## src/rtl/seq_divider_4.sv

```systemverilog
// ============================================================================
// Module  : seq_divider_4
// Brief   : Multi-cycle unsigned restoring divider, one quotient bit per clock,
//           with a start/busy/done handshake.
// Revision: 1.0 - initial release
// ============================================================================
`default_nettype none

module seq_divider_4 #(
  parameter int WIDTH = 4
) (
  input  logic             clk,
  input  logic             rst_n,
  input  logic             start,
  input  logic [WIDTH-1:0] dividend,
  input  logic [WIDTH-1:0] divisor,
  output logic [WIDTH-1:0] quotient,
  output logic [WIDTH-1:0] remainder,
  output logic             busy,
  output logic             done,
  output logic             div_by_zero
);

  localparam int CW = $clog2(WIDTH + 1);

  typedef enum logic [1:0] {
    S_IDLE = 2'd0,
    S_RUN  = 2'd1,
    S_DONE = 2'd2
  } state_t;

  state_t           r_state;
  logic [WIDTH-1:0] r_dvd;
  logic [WIDTH-1:0] r_dvs;
  logic [WIDTH-1:0] r_quo;
  logic [WIDTH:0]   r_rem;
  logic [CW-1:0]    r_cnt;

  logic             w_accept;
  logic [WIDTH:0]   w_shift;
  logic [WIDTH:0]   w_trial;
  logic             w_qbit;
  logic [WIDTH:0]   w_rem_next;
  logic [WIDTH-1:0] w_quo_next;

  // One restoring step: bring in the next dividend bit, keep the trial only if it did not borrow.
  always_comb begin
    w_accept   = start && (r_state != S_RUN);
    w_shift    = (r_rem << 1) | {{WIDTH{1'b0}}, r_dvd[WIDTH-1]};
    w_trial    = w_shift - {1'b0, r_dvs};
    w_qbit     = ~w_trial[WIDTH];
    w_rem_next = w_qbit ? w_trial : w_shift;
    w_quo_next = (r_quo << 1) | {{(WIDTH-1){1'b0}}, w_qbit};
  end

  always_ff @(posedge clk or negedge rst_n) begin
    if (!rst_n) begin
      r_state     <= S_IDLE;
      r_dvd       <= '0;
      r_dvs       <= '0;
      r_quo       <= '0;
      r_rem       <= '0;
      r_cnt       <= '0;
      quotient    <= '0;
      remainder   <= '0;
      busy        <= 1'b0;
      done        <= 1'b0;
      div_by_zero <= 1'b0;
    end else if (w_accept) begin
      r_dvd <= dividend;
      r_dvs <= divisor;
      r_quo <= '0;
      r_rem <= '0;
      r_cnt <= CW'(WIDTH);
      if (divisor == '0) begin
        // No iterations: result is defined directly and reported next cycle.
        r_state     <= S_DONE;
        busy        <= 1'b0;
        done        <= 1'b1;
        quotient    <= '1;
        remainder   <= dividend;
        div_by_zero <= 1'b1;
      end else begin
        r_state     <= S_RUN;
        busy        <= 1'b1;
        done        <= 1'b0;
        div_by_zero <= 1'b0;
      end
    end else begin
      case (r_state)
        S_RUN: begin
          r_rem <= w_rem_next;
          r_quo <= w_quo_next;
          r_dvd <= r_dvd << 1;
          r_cnt <= r_cnt - 1'b1;
          if (r_cnt == CW'(1)) begin
            quotient  <= w_quo_next;
            remainder <= w_rem_next[WIDTH-1:0];
            r_state   <= S_DONE;
            busy      <= 1'b0;
            done      <= 1'b1;
          end
        end
        S_DONE: begin
          r_state <= S_IDLE;
          done    <= 1'b0;
        end
        default: begin
          r_state <= S_IDLE;
          busy    <= 1'b0;
          done    <= 1'b0;
        end
      endcase
    end
  end

endmodule

`default_nettype wire

```

## config.mk

```make
export PLATFORM = sky130hd
export DESIGN_NAME = seq_divider_4
export DESIGN_NICKNAME = d
export VERILOG_FILES = /design/src/rtl/seq_divider_4.sv
export SDC_FILE = /design/constraint.sdc
export NUM_CORES = 1
export LEC_CHECK = 0
export ABC_CLOCK_PERIOD_IN_PS = 2600
export CAP_MARGIN = 20
export CORE_MARGIN = 3
export CORE_UTILIZATION = 45
export CTS_CLUSTER_SIZE = 20
export DETAILED_ROUTE_END_ITERATION = 7
export DONT_BUFFER_PORTS = 1
export PLACE_DENSITY = 0.63
export SETUP_SLACK_MARGIN = 0.02
export SYNTH_ARGS = -nofsm -noshare
export SYNTH_HDL_FRONTEND = slang
export SYNTH_SLANG_ARGS = --single-unit
```

## constraint.sdc

```tcl
create_clock -name clk -period 2.6 [get_ports clk]
set_input_delay 0.52 -clock clk [delete_from_list [all_inputs] [get_ports clk]]
set_output_delay 0.52 -clock clk [all_outputs]
set_load 0.005 [all_outputs]
```

==> flow_summary.yaml, run 1 <==
run_status:
  outcome: "complete, no violations"
setup_path:
  slowest_stage: "fa_1"
  max_stage_delay_ps: 400
  critPathMaxFanout: 7
  worst_setup_path_end_kind: "register"
  cp.arrival_ps: 2590
  path_cells: "inv_1, ha_1, fa_1, nand2b_2, a21oi_4, xor2_4, mux2i_2, o21ai_0"
  critical_path_required_ps: 2800
  critical_path_class: "register to register"
  path_buf_inv: 1
  worst_setup_path_start_kind: "register"
  crit_family: "adder cells"
synthesis:
  syn_area_um2: 1533
  ys_top_cells_by_count: "dfrtp_1 (30), nand2_1 (25), o21ai_0 (18)"
  synthArstFlopShare: 1.000
  ys_ff_latch: 30
  synthCells: 155
  ys_seq_area_frac: 0.4898
  ys_types: 36
  ys.flop_type: "dfrtp_1"
  syn-num-nets: 173
  synth_warnings: 0
  ys_top_cells_by_area: "dfrtp_1 (49%), nand2_1 (6.1%), o21ai_0 (5.9%)"
  netlist.area_leader.share: 0.4898
  synth-edff-count: 0
  syn_area_per_cell_um2: 9.889
  synth.largest_area_cell: "dfrtp_1"
  synth_most_common_cell: "dfrtp_1"
cts:
  tritoncts.num_buffers: 5
  clkSinkCount: 30
  htree_levels: 2
  clk_pin_slew_worst_paths_ps: 90
  cts_tree: "built"
  max-clock-path-buffers: 2
  insertion_delay_ps: 330
  cts_root_buf: "clkbuf_4"
detailed_routing:
  ant_nets: 0
  dr_total_vias: 1085
  vias_per_cell: 5.398
  drt-total-wl_mm: 3.088
  drt_iter0_drc: 41
  first_pass_iters: 4
  wl_per_cell_um: 15.36
  drc: 0
floorplan:
  start_util: 0.4861
  num_rows: 20
  die_w_um: 64.36
  dieArea_um2: 4142
  io_pins: 22
  die_h_um: 64.36
  core_um2: 3153
sta:
  finalClockSkew_ps: 10.77
  fin_setup_tns_ps: 0
  worst_pin_slew_ps: 616.2
  max_slew_margin: 0.5888
  setup_viol: 0
  period_needed_ps: 2393
  min_period_over_period: 0.9203
  hold_violations: 0
  fmax_mhz: 417.9
  drv_slew: 0
  rsz0062_at_grt: "no"
final_layout:
  syn_to_final_growth_pct: 9.143
  fillers: 316
  multi_input_area_um2: 718.2
  stdcell_count: 201
  nets: 175
  stdcell_area_um2: 1673
  layout-drive-gt1-share: 0.09554
  n_antenna_cell: 0
  regArea_um2: 750.7
placed_design:
  gp_congestion: 0.7974
  dp_hpwl_mm: 2.241
  numPortBuffers: 0
  numPlacedInstances: 192
  placed_area_um2: 1558
worst_hold_path:
  hold_class: "input pin to register"
power_and_ir_drop:
  p_leak_uw: 0.0007243
  power.density_nw_per_um2: 1433
  peakVddDrop_v: 0.0004391
global_routing:
  grt_pass1_vias: 1131
  grt_pass1_wl_mm: 5.485
  grt_usage: 0.1741
  grt_max_degree: 31
  antenna_found_initial: 0
  overflow: 0
job:
  drv_cap: 0
power breakdown:
| part | leakage (uW) | switching (uW) | internal [uW] |
|---|---|---|---|
| sequential | 0.000365 | 172 | 683 |
| clock | 0.0000443 | 158 | 224 |
| combinational | 0.000315 | 656 | 505 |
cell type report:
type | instances | share of cell area
Sequential cell | 30 | 0.4488
Clock inverter | 1 | 0.01795
Tap cell | 44 | 0.03291
Timing Repair Buffer | 3 | 0.02244
Inverter | 8 | 0.01795
Multi-Input combinational cell | 109 | 0.4293
Clock buffer | 6 | 0.03067
kinds of logic (layout without fill, tap and decap cells):
group	count (synthesis)	after routing	synth area share
buffers and inverters	16	18	0.04408
xor gates and xnor gates	3	3	0.02939
and+or+nand+nor	57	57	0.1780
DFF	30	30	0.4898
AOI/OAI and AO/OA	35	35	0.1510
adders and majority gates	7	7	0.06204
muxes	7	7	0.04572
cells in the final DEF (no fill, tap or decap), types with 3 or more instances in the layout:
cell type / count
a31oi_1: 3
clkbuf_4: 5
dfrtp_1: 30
ha_1: 6
inv_1: 7
mux2i_1: 6
nand2_1: 25
nand3_1: 3
nor2_1: 10
nor4_1: 4
o21ai_0: 18
o22a_1: 4
stage by stage:
stage	total power [uW]	util	hold slack (ps)	worst slack, ps
6_report	2398	0.5306	301.2	207.2
5_1_grt	2635	0.5306	295.8	51.13
4_1_cts	2398	0.5294	293.6	206.0
3_5_place_dp	1995	0.4940	225.4	222.6
3_3_place_gp	1958	0.4940	225.2	348.6
2_1_floorplan	1775	-	224.4	454.3
sequential cells by signal, summed over array words and instances (netlist names):
signal,count
div_by_zero,1
remainder,4
quotient,4
r_rem,4
r_cnt,3
r_dvd,4
r_quo,3
r_state,2
r_dvs,4
busy,1
per-layer routing:
layer / global-route usage / routed length, um / vias up
met2: 0.2655 / 1425 / 18
met5: 0 / 0 / -
met1: 0.2231 / 1444 / 518
li1: - / - / 542
met4: 0.06069 / 44 / 0
met3: 0.07030 / 174 / 7
path summary, 6_finish.rpt:
| path | from | end | slack (ps) | depth (start not counted) |
|---|---|---|---|---|
| max in group asynchronous | rst_n | r_rem[2] | 1790 | 2 |
| setup / recovery | r_dvd[3] | r_rem[2] | 210 | 8 |
| setup reg to reg | r_dvd[3] | r_rem[2] | 210 | 8 |
| hold reg to reg | r_dvd[1] | r_dvd[2] | 490 | 2 |
| hold / removal | divisor[0] | r_dvs[0] | 300 | 2 |
| min in group asynchronous | rst_n | r_state[1] | 640 | 2 |
repair_timing:
item	in CTS	in global routing
hold endpoints to repair	30	0
hold buffers	2	0
gates resized for setup	0	1
setup endpoints to repair	0	1
buffers inserted	0	0
(Power assumes the default switching activity.)
==> run 2: changes to the inputs <==
--- a/config.mk
+++ b/config.mk
@@ -12,7 +12,6 @@
 export CTS_CLUSTER_SIZE = 20
 export DETAILED_ROUTE_END_ITERATION = 7
 export DONT_BUFFER_PORTS = 1
-export PLACE_DENSITY = 0.63
 export SETUP_SLACK_MARGIN = 0.02
 export SYNTH_ARGS = -nofsm -noshare
 export SYNTH_HDL_FRONTEND = slang
==> flow_summary.yaml, run 2 (synthesis gave the netlist of run 1 again) <==
run_status:
  outcome: "complete, no violations"
sta:
  hold_violations: 0
  fin_setup_tns_ps: 0
  drv_slew: 0
  setup_viol: 0
  max_slew_margin: 0.5928
  worst_pin_slew_ps: 610.2
  period_needed_ps: 2416
  finalClockSkew_ps: 8.059
  min_period_over_period: 0.9292
  hold_slack_ps: 306.1
  fmax_mhz: 413.9
  rsz0062_at_grt: "no"
detailed_routing:
  ant_nets: 0
  vias_per_cell: 5.604
  drc: 0
  drt-total-wl_mm: 3.223
  wl_per_cell_um: 15.96
  drt_iter0_drc: 75
  first_pass_iters: 4
  dr_total_vias: 1132
worst_hold_path:
  hold_class: "input pin to register"
  hp-start: "divisor[0]"
  whs_path_depth: 2
  hold_end: "r_dvs[0]"
final_layout:
  most-common-layout-cells: "dfrtp_1 (30), nand2_1 (25), o21ai_0 (18), nor2_1 (10)"
  layout-drive-gt1-share: 0.08861
  final_common_cell: "dfrtp_1"
  syn_to_final_growth_pct: 7.510
  nets: 175
  n_antenna_cell: 0
placed_design:
  gp_congestion: 0.8111
  dp_hpwl_mm: 2.346
  numPortBuffers: 0
setup_path:
  max_stage_delay_ps: 400
  critical_path_required_ps: 2810
  slowest_stage: "fa_1"
  reg2regPathDepth: 8
  critPathMaxFanout: 7
  worst_setup_path_start_kind: "register"
  cp.arrival_ps: 2620
  path_cells: "inv_1, ha_1, fa_1, nand2b_2, a21oi_4, xor2_4, mux2i_1, o21ai_0"
  worst_setup_path_end_kind: "register"
  r2r_setup_slack_ps: 180
  critical_path_class: "register to register"
  timing.rr.start: "r_dvd[3]"
  path_buf_inv: 1
  timing.rr.end: "r_rem[2]"
  crit_family: "adder cells"
floorplan:
  io_pins: 22
  core_um2: 3153
  die_w_um: 64.36
  num_rows: 20
  start_util: 0.4861
  die_h_um: 64.36
  dieArea_um2: 4142
cts:
  post_cts_buffers: 0
  max-clock-path-buffers: 2
  clkSinkCount: 30
  cts_resized: 0
  cts_tree: "built"
  clk_pin_slew_worst_paths_ps: 100
  insertion_delay_ps: 330
  htree_levels: 2
  cts_root_buf: "clkbuf_4"
  tritoncts.num_buffers: 5
global_routing:
  grt_pass1_wl_mm: 5.568
  overflow: 0
  grt_usage: 0.1786
  grt_pass1_vias: 1150
  antenna_found_initial: 0
  grt_max_degree: 31
power_and_ir_drop:
  power.density_nw_per_um2: 1394
  p_leak_uw: 0.0007172
  peakVddDrop_v: 0.0005052
job:
  drv_cap: 0
## run 2: cell types whose count changed in the layout (fill, tap and decap cells not counted), sizes merged
cell,previous run,this run
bufinv,1,0
clkbuf,6,7
clkinv,1,2
## run 2: how the worst max path moves through the flow
stage / from / to / cells past startpoint
final: r_dvd[3] / r_rem[2] / 8
after floorplan: r_dvd[3] / r_rem[2] / 8
after detailed placement: r_dvd[3] / r_rem[2] / 8
after CTS: r_dvd[3] / r_rem[2] / 8
after global routing: r_dvd[3] / r_rem[2] / 8
after global placement: r_dvd[3] / r_rem[2] / 8
## run 2: per-stage QoR
stage	power [uW]	util	cell area [um2]	setup slack, ps	std cells
final	2297	0.5226	1648	184.0	202
after global routing	2519	0.5226	1648	28.71	202
after CTS	2317	0.5226	1648	185.0	202
after detailed placement	2010	0.4940	1558	190.7	192
after global placement	1961	0.4940	1558	346.5	192
after floorplan	1775	-	1533	454.3	155
## run 2: timing repair
action                                  in CTS  in global routing
endpoints found under the hold margin       30                  0
hold buffers                                 2                  0
endpoints found under the setup margin       0                  0
## run 2: layout make-up
cell class | instances | area (um2)
clock buffer | 7 | 55.05
clock inverter | 1 | 5.005
inverter | 8 | 30.03
sequential | 30 | 750.7
multi-input combinational | 109 | 714.4
timing repair buffer | 3 | 37.54
fill | 318 | 1505
tap | 44 | 55.05
## run 2: power breakdown
part / internal [uW] / switching [uW] / leakage, uW
registers: 683 / 171 / 0.000365
logic: 489 / 657 / 0.000317
clock network: 131 / 165 / 0.0000353
total: 1300 / 994 / 0.000717
## run 2: worst reg2reg max path, cell delays in order (launching register included)
cell	delay [ps]
dfrtp_1	390
inv_1	90
ha_1	220
fa_1	400
nand2b_2	210
a21oi_4	260
xor2_4	290
mux2i_1	330
o21ai_0	110
## run 2: routing by layer
layer  routed length (um)  global-route usage
met3                  192             0.07030
met4                   40             0.04749
met1                 1453              0.2309
met5                    0                   0
met2                 1537              0.2784
==> run 3: changes to the inputs <==
--- a/config.mk
+++ b/config.mk
@@ -8,11 +8,10 @@
 export ABC_CLOCK_PERIOD_IN_PS = 2600
 export CAP_MARGIN = 20
 export CORE_MARGIN = 3
-export CORE_UTILIZATION = 45
+export CORE_UTILIZATION = 30
 export CTS_CLUSTER_SIZE = 20
 export DETAILED_ROUTE_END_ITERATION = 7
 export DONT_BUFFER_PORTS = 1
-export SETUP_SLACK_MARGIN = 0.02
 export SYNTH_ARGS = -nofsm -noshare
 export SYNTH_HDL_FRONTEND = slang
 export SYNTH_SLANG_ARGS = --single-unit
==> flow_summary.yaml, run 3 (synthesis gave the netlist of run 1 again) <==
floorplan:
  core_um2: 4817
  io_pins: 22
  num_rows: 25
  start_util: 0.3182
  die_w_um: 77.48
  die_h_um: 77.48
  dieArea_um2: 6002
job:
  drv_cap: 0
power_and_ir_drop:
  clkPwrFrac: 0.153
  power.density_nw_per_um2: 1400
  switching_share: 0.4176
  p_int_uw: 1377
  peakVddDrop_v: 0.0005648
  combPwrFrac: 0.484
  seqPwrFrac: 0.363
  p_leak_uw: 0.0007208
  p_sw_uw: 987.6
setup_path:
  critical_path_required_ps: 2750
  cp.arrival_ps: 2510
  critPathMaxFanout: 7
  slowest_stage: "fa_1"
  path_cells: "inv_1, ha_1, fa_1, nand2b_2, a21oi_4, xor2_4, mux2i_1, o21ai_0"
  critical_path_class: "register to register"
  worst_setup_path_start_kind: "register"
  worst_setup_path_end_kind: "register"
  max_stage_delay_ps: 410
sta:
  fin_setup_tns_ps: 0
  period_needed_ps: 2364
  min_period_over_period: 0.9093
  worst_pin_slew_ps: 602.4
  hold_violations: 0
  max_slew_margin: 0.5980
  drv_slew: 0
  worst_slack_ps: 235.8
  setup_viol: 0
  rsz0062_at_grt: "no"
  fmax_mhz: 423.0
  finalClockSkew_ps: 5.702
global_routing:
  overflow: 0
  grt_usage: 0.1156
  antenna_found_initial: 0
  grt_pass1_vias: 1087
  grt_pass1_wl_mm: 5.319
  grt_max_degree: 31
placed_design:
  dp_slack_ps: 242.6
  gp_congestion: 0.7414
  numPortBuffers: 0
  dp_hpwl_mm: 2.423
cts:
  tritoncts.num_buffers: 5
  insertion_delay_ps: 280
  cts_root_buf: "clkbuf_8"
  clkSinkCount: 30
  htree_levels: 2
  cts_tree: "built"
  post_cts_buffers: 0
  clk_pin_slew_worst_paths_ps: 60
  max-clock-path-buffers: 2
final_layout:
  layout-drive-gt1-share: 0.08387
  final_common_cell: "dfrtp_1"
  syn_to_final_growth_pct: 10.20
  nets: 174
  n_antenna_cell: 0
  most-common-layout-cells: "dfrtp_1 (30), nand2_1 (25), o21ai_0 (18), nor2_1 (10)"
detailed_routing:
  ant_nets: 0
  first_pass_iters: 4
  drc: 0
  vias_per_cell: 4.932
  wl_per_cell_um: 14.55
  drt_iter0_drc: 44
  dr_total_vias: 1095
  drt-total-wl_mm: 3.231
worst_hold_path:
  hold_class: "input pin to asynchronous set/reset pin"
run_status:
  outcome: "complete, no violations"
## run 3: final timing paths
| path | cells past startpoint | end | startpoint | slack (ps) |
|---|---|---|---|---|
| setup reg to reg | 8 | r_rem[2] | r_dvd[3] | 240 |
| hold reg to reg | 2 | r_dvd[2] | r_dvd[1] | 480 |
| hold / removal | 1 | busy | rst_n | 60 |
| setup / recovery | 8 | r_rem[2] | r_dvd[3] | 240 |
| max in group asynchronous | 1 | r_dvd[0] | rst_n | 2370 |
| min in group clk | 2 | r_dvs[0] | divisor[0] | 360 |
## run 3: timing repair
item / CTS / global route
endpoints found under the setup margin: 0 / 0
hold buffers: 1 / 0
gates resized for setup: 0 / 0
hold endpoints to repair: 30 / 0
## run 3: layer usage
metal,vias to the layer above,track usage,wire length [um]
li1,541,-,-
met1,526,0.1354,1441
met2,22,0.1874,1550
met3,6,0.03248,178
met4,0,0.06940,59
met5,-,0,0
## run 3: power by group through the flow
stage	Clock, uW	Combinational [uW]	Sequential (uW)
2_1_floorplan	0	979	797
3_3_place_gp	0	1120	868
3_5_place_dp	0	1130	872
4_1_cts	374	1150	863
5_1_grt	393	1300	886
6_report	362	1140	858
## run 3: final cells by class
| cell class | count | area, um2 |
|---|---|---|
| multi-input combinational | 109 | 714.4 |
| sequential | 30 | 750.7 |
| inverter | 8 | 30.03 |
| fill | 506 | 3128 |
| tap | 67 | 83.83 |
| timing repair buffer | 2 | 27.53 |
| clock buffer | 6 | 82.58 |
## run 3: critical path: cells and delay by family (launching register included)
kind,cells,cell delay (ps)
AO/OA/AOI/OAI,2,360
XOR/XNOR,1,280
adder cells (fa/ha/maj),2,640
buffers and inverters,1,80
flip-flops,1,370
multiplexers,1,290
AND/OR/NAND/NOR,1,210
## run 3: metrics by stage
step	std cells	util	hold WS [ps]	instance area (um2)	power [uW]
5_1_grt	222	0.3506	62.72	1689	2579
6_report	222	0.3506	57.52	1689	2365
4_1_cts	222	0.3506	58.82	1689	2388
2_1_floorplan	155	-	224.4	1533	1775
3_3_place_gp	215	0.3294	225.3	1587	1986
3_5_place_dp	215	0.3294	225.3	1587	2003
